**src/rtl/syscon_ctrl_if.sv**
```systemverilog
// Single-beat classic Wishbone slave port of the system controller.
// Signal names keep the _i/_o suffixes seen from the slave side.
interface syscon_ctrl_if;
    logic [3:0]  wb_adr_i;
    logic [31:0] wb_dat_i;
    logic [3:0]  wb_sel_i;
    logic        wb_we_i;
    logic        wb_cyc_i;
    logic        wb_stb_i;
    logic [31:0] wb_dat_o;
    logic        wb_ack_o;

    modport master (
        output wb_adr_i, wb_dat_i, wb_sel_i, wb_we_i, wb_cyc_i, wb_stb_i,
        input  wb_dat_o, wb_ack_o
    );

    modport slave (
        input  wb_adr_i, wb_dat_i, wb_sel_i, wb_we_i, wb_cyc_i, wb_stb_i,
        output wb_dat_o, wb_ack_o
    );
endinterface

```
**src/rtl/syscon_ctrl.sv**
```systemverilog
// System controller: clock-lock monitor, uptime counter, scratch register
// and a software-triggered reset pulse with a post-reset guard window.
module syscon_ctrl #(
    parameter int unsigned SOFT_RST_GUARD = 16
) (
    input  logic          wb_clk_o,
    input  logic          rst_pad_i,
    input  logic          locked,
    syscon_ctrl_if.slave  wb,
    output logic          soft_rst_o,
    output logic          irq_o
);

    // Counter wide enough for both LEN (0..255) and the guard reload value.
    localparam int unsigned CW = (SOFT_RST_GUARD > 256) ? $clog2(SOFT_RST_GUARD) : 8;

    typedef enum logic [1:0] {IDLE, ASSERT, GUARD} state_t;

    state_t        state;
    logic [CW-1:0] cnt;

    logic        lock_m, lock_s, lock_q;
    logic        lost;
    logic [7:0]  loss_cnt;
    logic [31:0] uptime;
    logic        irq_en;
    logic [7:0]  len;
    logic [31:0] scratch;
    logic        ack_q;
    logic [31:0] dat_q;
    logic [31:0] rdata;

    logic       loss;
    logic       acc;
    logic       wr_status, wr_control, wr_uptime, wr_scratch;
    logic       start;
    logic [7:0] len_new;

    // A 1->0 on the synchronized lock; lock_q resets to 0 so a reset-time rise is not a loss.
    assign loss = lock_q & ~lock_s;

    // Accept a request only while ack is low, which forces a gap between acks.
    assign acc        = wb.wb_cyc_i & wb.wb_stb_i & ~ack_q;
    assign wr_status  = acc & wb.wb_we_i & (wb.wb_adr_i[3:2] == 2'd0);
    assign wr_control = acc & wb.wb_we_i & (wb.wb_adr_i[3:2] == 2'd1);
    assign wr_uptime  = acc & wb.wb_we_i & (wb.wb_adr_i[3:2] == 2'd2);
    assign wr_scratch = acc & wb.wb_we_i & (wb.wb_adr_i[3:2] == 2'd3);

    assign len_new = wb.wb_sel_i[1] ? wb.wb_dat_i[15:8] : len;
    assign start   = wr_control & wb.wb_sel_i[0] & wb.wb_dat_i[1] & (state == IDLE);

    assign wb.wb_ack_o = ack_q;
    assign wb.wb_dat_o = dat_q;

    always_comb begin
        rdata = '0;
        case (wb.wb_adr_i[3:2])
            2'd0: rdata = {16'h0000, loss_cnt, 5'b00000, (state != IDLE), lost, lock_s};
            2'd1: rdata = {16'h0000, len, 7'b0000000, irq_en};
            2'd2: rdata = uptime;
            default: rdata = scratch;
        endcase
    end

    always_ff @(posedge wb_clk_o or posedge rst_pad_i) begin
        if (rst_pad_i) begin
            lock_m   <= 1'b0;
            lock_s   <= 1'b0;
            lock_q   <= 1'b0;
            lost     <= 1'b0;
            loss_cnt <= '0;
            uptime   <= '0;
            irq_o    <= 1'b0;
        end else begin
            lock_m <= locked;
            lock_s <= lock_m;
            lock_q <= lock_s;
            if (loss)
                lost <= 1'b1;
            else if (wr_status && wb.wb_sel_i[0] && wb.wb_dat_i[1])
                lost <= 1'b0;
            if (loss && loss_cnt != 8'hFF)
                loss_cnt <= loss_cnt + 8'd1;
            if (wr_uptime)
                uptime <= '0;
            else if (lock_s)
                uptime <= uptime + 32'd1;
            irq_o <= irq_en & lost;
        end
    end

    always_ff @(posedge wb_clk_o or posedge rst_pad_i) begin
        if (rst_pad_i) begin
            irq_en  <= 1'b0;
            len     <= '0;
            scratch <= '0;
            ack_q   <= 1'b0;
            dat_q   <= '0;
        end else begin
            ack_q <= acc;
            dat_q <= acc ? rdata : '0;
            if (wr_control) begin
                if (wb.wb_sel_i[0]) irq_en <= wb.wb_dat_i[0];
                if (wb.wb_sel_i[1]) len    <= wb.wb_dat_i[15:8];
            end
            if (wr_scratch) begin
                for (int unsigned i = 0; i < 4; i++)
                    if (wb.wb_sel_i[i]) scratch[8*i +: 8] <= wb.wb_dat_i[8*i +: 8];
            end
        end
    end

    // ASSERT is held for cnt+1 cycles, so loading LEN yields an LEN+1 pulse.
    always_ff @(posedge wb_clk_o or posedge rst_pad_i) begin
        if (rst_pad_i) begin
            state      <= IDLE;
            cnt        <= '0;
            soft_rst_o <= 1'b0;
        end else begin
            case (state)
                IDLE: begin
                    if (start) begin
                        state      <= ASSERT;
                        cnt        <= CW'(len_new);
                        soft_rst_o <= 1'b1;
                    end
                end
                ASSERT: begin
                    if (cnt == '0) begin
                        state      <= GUARD;
                        cnt        <= CW'(SOFT_RST_GUARD - 1);
                        soft_rst_o <= 1'b0;
                    end else begin
                        cnt <= cnt - 1'b1;
                    end
                end
                GUARD: begin
                    if (cnt == '0)
                        state <= IDLE;
                    else
                        cnt <= cnt - 1'b1;
                end
                default: begin
                    state      <= IDLE;
                    soft_rst_o <= 1'b0;
                end
            endcase
        end
    end

endmodule
```
**src/flat_wrapper.sv**
```systemverilog
// flat-port wrapper written by rule: the top's interface ports become plain ports
module syscon_ctrl_flat 
#(
    parameter int unsigned SOFT_RST_GUARD = 16
)
  (wb_clk_o, rst_pad_i, locked, soft_rst_o, irq_o, wb_wb_adr_i, wb_wb_dat_i, wb_wb_sel_i, wb_wb_we_i, wb_wb_cyc_i, wb_wb_stb_i, wb_wb_dat_o, wb_wb_ack_o);
  syscon_ctrl_if wb_i ();
  input  logic wb_clk_o;
  input  logic rst_pad_i;
  input  logic locked;
  output logic soft_rst_o;
  output logic irq_o;
  input wire logic [$bits(wb_i.wb_adr_i)-1:0] wb_wb_adr_i;
  input wire logic [$bits(wb_i.wb_dat_i)-1:0] wb_wb_dat_i;
  input wire logic [$bits(wb_i.wb_sel_i)-1:0] wb_wb_sel_i;
  input wire logic [$bits(wb_i.wb_we_i)-1:0] wb_wb_we_i;
  input wire logic [$bits(wb_i.wb_cyc_i)-1:0] wb_wb_cyc_i;
  input wire logic [$bits(wb_i.wb_stb_i)-1:0] wb_wb_stb_i;
  output wire logic [$bits(wb_i.wb_dat_o)-1:0] wb_wb_dat_o;
  output wire logic [$bits(wb_i.wb_ack_o)-1:0] wb_wb_ack_o;
  assign wb_i.wb_adr_i = wb_wb_adr_i;
  assign wb_i.wb_dat_i = wb_wb_dat_i;
  assign wb_i.wb_sel_i = wb_wb_sel_i;
  assign wb_i.wb_we_i = wb_wb_we_i;
  assign wb_i.wb_cyc_i = wb_wb_cyc_i;
  assign wb_i.wb_stb_i = wb_wb_stb_i;
  assign wb_wb_dat_o = wb_i.wb_dat_o;
  assign wb_wb_ack_o = wb_i.wb_ack_o;
  syscon_ctrl #(.SOFT_RST_GUARD(SOFT_RST_GUARD)) u_core (.wb_clk_o(wb_clk_o), .rst_pad_i(rst_pad_i), .locked(locked), .wb(wb_i), .soft_rst_o(soft_rst_o), .irq_o(irq_o));
endmodule
```
**config.mk**
```make
export PLATFORM = sky130hd
export DESIGN_NAME = syscon_ctrl_flat
export DESIGN_NICKNAME = d
export VERILOG_FILES = /design/src/rtl/syscon_ctrl_if.sv /design/src/rtl/syscon_ctrl.sv /design/src/flat_wrapper.sv
export SDC_FILE = /design/constraint.sdc
export NUM_CORES = 1
export LEC_CHECK = 0
export BUFFER_PORTS_ARGS = -buffer_cell sky130_fd_sc_hd__buf_2
export CAP_MARGIN = 20
export CORE_ASPECT_RATIO = 1.25
export CORE_MARGIN = 8
export CORE_UTILIZATION = 52
export DETAILED_ROUTE_END_ITERATION = 6
export GPL_TIMING_DRIVEN = 1
export PLACE_DENSITY = 0.77
export SETUP_SLACK_MARGIN = 0.05
export SLEW_MARGIN = 15
export SYNTH_ARGS = -nofsm -noshare
export SYNTH_HDL_FRONTEND = slang
export SYNTH_SLANG_ARGS = --single-unit
```
**constraint.sdc**
```tcl
create_clock -name wb_clk_o -period 3.6 [get_ports wb_clk_o]
set_clock_uncertainty 0.1 [all_clocks]
set_input_delay 0.36 -clock wb_clk_o [delete_from_list [all_inputs] [get_ports wb_clk_o]]
set_output_delay 0.36 -clock wb_clk_o [all_outputs]
set_load 0.02 [all_outputs]
```
==> impl_metrics.toml <==
[global_route]
grt_overflow_total = 0
grt_max_degree = 131
track_usage_pct = 19.0
antenna_found_initial = 0
grt_pass1_wl_um = 23400
grt_pass1_vias = 4642

[timing]
rsz0062_at_grt = "false"
finalSetupViolations = 0
hold_viol_final = 0
min_period_over_period_pct = 65.7
tightest_slew_ps = 990
tns_ps = 0
slew_headroom_pct = 34.0
finalMaxSlewViolations = 0
period_needed_ps = 2370
max_freq_ghz = 0.423

[synthesis]
synth_seq_cells = 130
synth.distinct_cells = 51
syn_avg_cell_area_um2 = 11.5
syn_inst = 538
yosys_warnings = 0
ys_async_sr_fraction_pct = 100
synth_edf_count = 0
yosysSeqAreaShare_pct = 52.7
synth_flop_cell = "dfrtp_1"
synth_nets = 591
synth.cell_area_mm2 = 0.00618

[placed_design]
place_area_mm2 = 0.00674
port_buffers = 78
gp_congestion = 0.892
dp_hpwl_um = 10100

[cells_and_area]
fill_cells = 956
layout_common_cells = "130 x dfrtp_1, 78 x buf_2, 46 x nor2_1, 46 x mux2_2, 34 x mux2i_1"
area_delta_synth_final_pct = 17.3
nets = 674
n_antenna_cell = 0
fin_util_pct = 62.4
multi_input_comb_area_mm2 = 0.00278
final_common_cell = "dfrtp_1"
fin_area_mm2 = 0.00724
seqCellArea_mm2 = 0.00325
drive_above_1_share_pct = 27.5

[floorplanning]
die_w_um = 113
initial_core_util_pct = 53.2
rows = 44
die_h_um = 138
io_pins = 81
fp.coreArea_mm2 = 0.0116
dieArea_mm2 = 0.0156

[route]
vias_per_cell = 5.72
wl_per_cell_um = 17.8
drc_errors = 0
route.vias.total = 4536
antenna_left = 0
drtPass1Iterations = 4
drtIter0Drc = 254
wirelength_um = 14100

[worst_setup_path]
crit_path_max_fanout = 11
worstSetupPathType = "reg2reg"
cp_slowest_stage_delay_ps = 570
slowest_stage = "dfrtp_1"
r2r_setup_slack_ps = 1230
cp.required_ps = 3820
end_kind = "flip-flop"
worstPathArrival_ps = 2590
worst_setup_path_start_kind = "flip-flop"
cp_cell_sequence = "nand4_1, or3_1, or4_1, a21oi_1"

[power_and_ir_drop]
max-vdd-ir-drop_mv = 0.319
p_leak_nw = 3.33
p_per_area_mw_per_mm2 = 627

[cts]
htree_levels = 4
cts.clk_slew.worst_paths_ps = 50
cts_tree = "yes"
cts.sinks = 130
cts_buffer_depth = 2
root_buffer = "clkbuf_16"
post-cts-setup-buffer-count = 0
clock_latency_ps = 410
numCtsBuffers = 17

[outcome]
status = "complete, no violations"

[min_path]
min_path_type = "in2async"

[job]
max-cap-violations = 0
kinds of logic after synthesis:
| family | share of synthesized area [%] |
|---|---|
| fa+ha+maj | 1.42 |
| buf+inv | 2.41 |
| flops | 52.7 |
| xor+xnor | 2.41 |
| compound gates | 8.37 |
| simple gates | 15.6 |
| mux | 17.2 |
per-layer routing:
| metal | vias up | share of wire (%) | track usage, % | wire [um] |
|---|---|---|---|---|
| li1 | 2139 | - | - | - |
| met1 | 2262 | 39 | 21.1 | 5510 |
| met2 | 119 | 54 | 34.3 | 7580 |
| met3 | 16 | 5.8 | 5.49 | 820 |
| met4 | 0 | 1.3 | 6.45 | 184 |
| met5 | - | 0 | 0 | 0 |
synthesized netlist by cell type (9+ instances only):
cell | number | area (um2)
dfrtp_1 | 130 | 3250
mux2_2 | 46 | 518
nor2_1 | 46 | 173
mux2i_1 | 34 | 340
nand2_1 | 28 | 105
a21oi_1 | 27 | 135
inv_1 | 15 | 56.3
or4_1 | 15 | 113
and2_1 | 14 | 87.6
nand4_1 | 14 | 87.6
clkbuf_1 | 13 | 48.8
o31ai_1 | 13 | 97.6
xnor2_1 | 13 | 114
o21ai_0 | 12 | 60.1
or3_1 | 12 | 75.1
nor3_1 | 11 | 55.1
nand3_1 | 10 | 50.1
mux4_2 | 9 | 203
state kept, by name, summed over array words and instances, names as in the netlist:
register,flops
u_core.scratch,32
u_core.uptime,32
u_core.wb.wb_dat_o,32
u_core.cnt,8
u_core.len,8
u_core.loss_cnt,8
u_core.state,2
u_core.irq_en,1
u_core.irq_o,1
u_core.lock_m,1
u_core.lock_q,1
u_core.lock_s,1
u_core.lost,1
u_core.soft_rst_o,1
u_core.wb.wb_ack_o,1
cell type report:
type | instances | share of cell area (%)
well taps | 161 | 2.78
inverters | 15 | 0.829
clock inverters | 7 | 0.518
multi-input cells | 372 | 38.3
flip-flops and latches | 130 | 44.9
repair buffers | 85 | 6.32
clock buffers | 23 | 6.32
where the power goes:
| part | total (mW) | switching (mW) | internal [mW] |
|---|---|---|---|
| clock | 1.46 | 0.581 | 0.880 |
| combinational | 1.03 | 0.539 | 0.489 |
| sequential | 2.05 | 0.313 | 1.74 |
| total | 4.54 | 1.43 | 3.11 |
worst max-delay path, delay by kind of cell, from the launching register on:
kind | cells | cell delay [ps]
compound gates | 1 | 150
flops | 1 | 570
simple gates | 3 | 1460
metrics by stage:
| stage | setup WS, ps | total power, mW | hold slack [ps] | cells |
|---|---|---|---|---|
| finish | 1230 | 4.54 | 21.9 | 793 |
| global route | 1130 | 4.80 | 74.9 | 793 |
| CTS | 1230 | 4.57 | 71.8 | 793 |
| detailed placement | 1090 | 3.10 | 241 | 762 |
| global placement | 1120 | 3.04 | 240 | 762 |
| floorplan | 1490 | 2.75 | 231 | 538 |
worst paths after layout:
check,from,end,cells after the start
min in group wb_clk_o,wb_wb_dat_i[22],u_core.scratch[22],2
worst min register to register,u_core.lock_m,u_core.lock_s,0
worst min-delay path,rst_pad_i,u_core.scratch[7],3
worst max register to register,u_core.lock_s,u_core.uptime[25],4
worst max-delay path,u_core.lock_s,u_core.uptime[25],4
max in group asynchronous,rst_pad_i,u_core.wb.wb_dat_o[31],3
repair_timing:
| item | 4_1_cts | 5_1_grt |
|---|---|---|
| hold buffers | 1 | 0 |
| endpoints found under the hold margin | 1 | 0 |
| gates resized for setup | 0 | 0 |
Power figures use the tool's default switching activity.
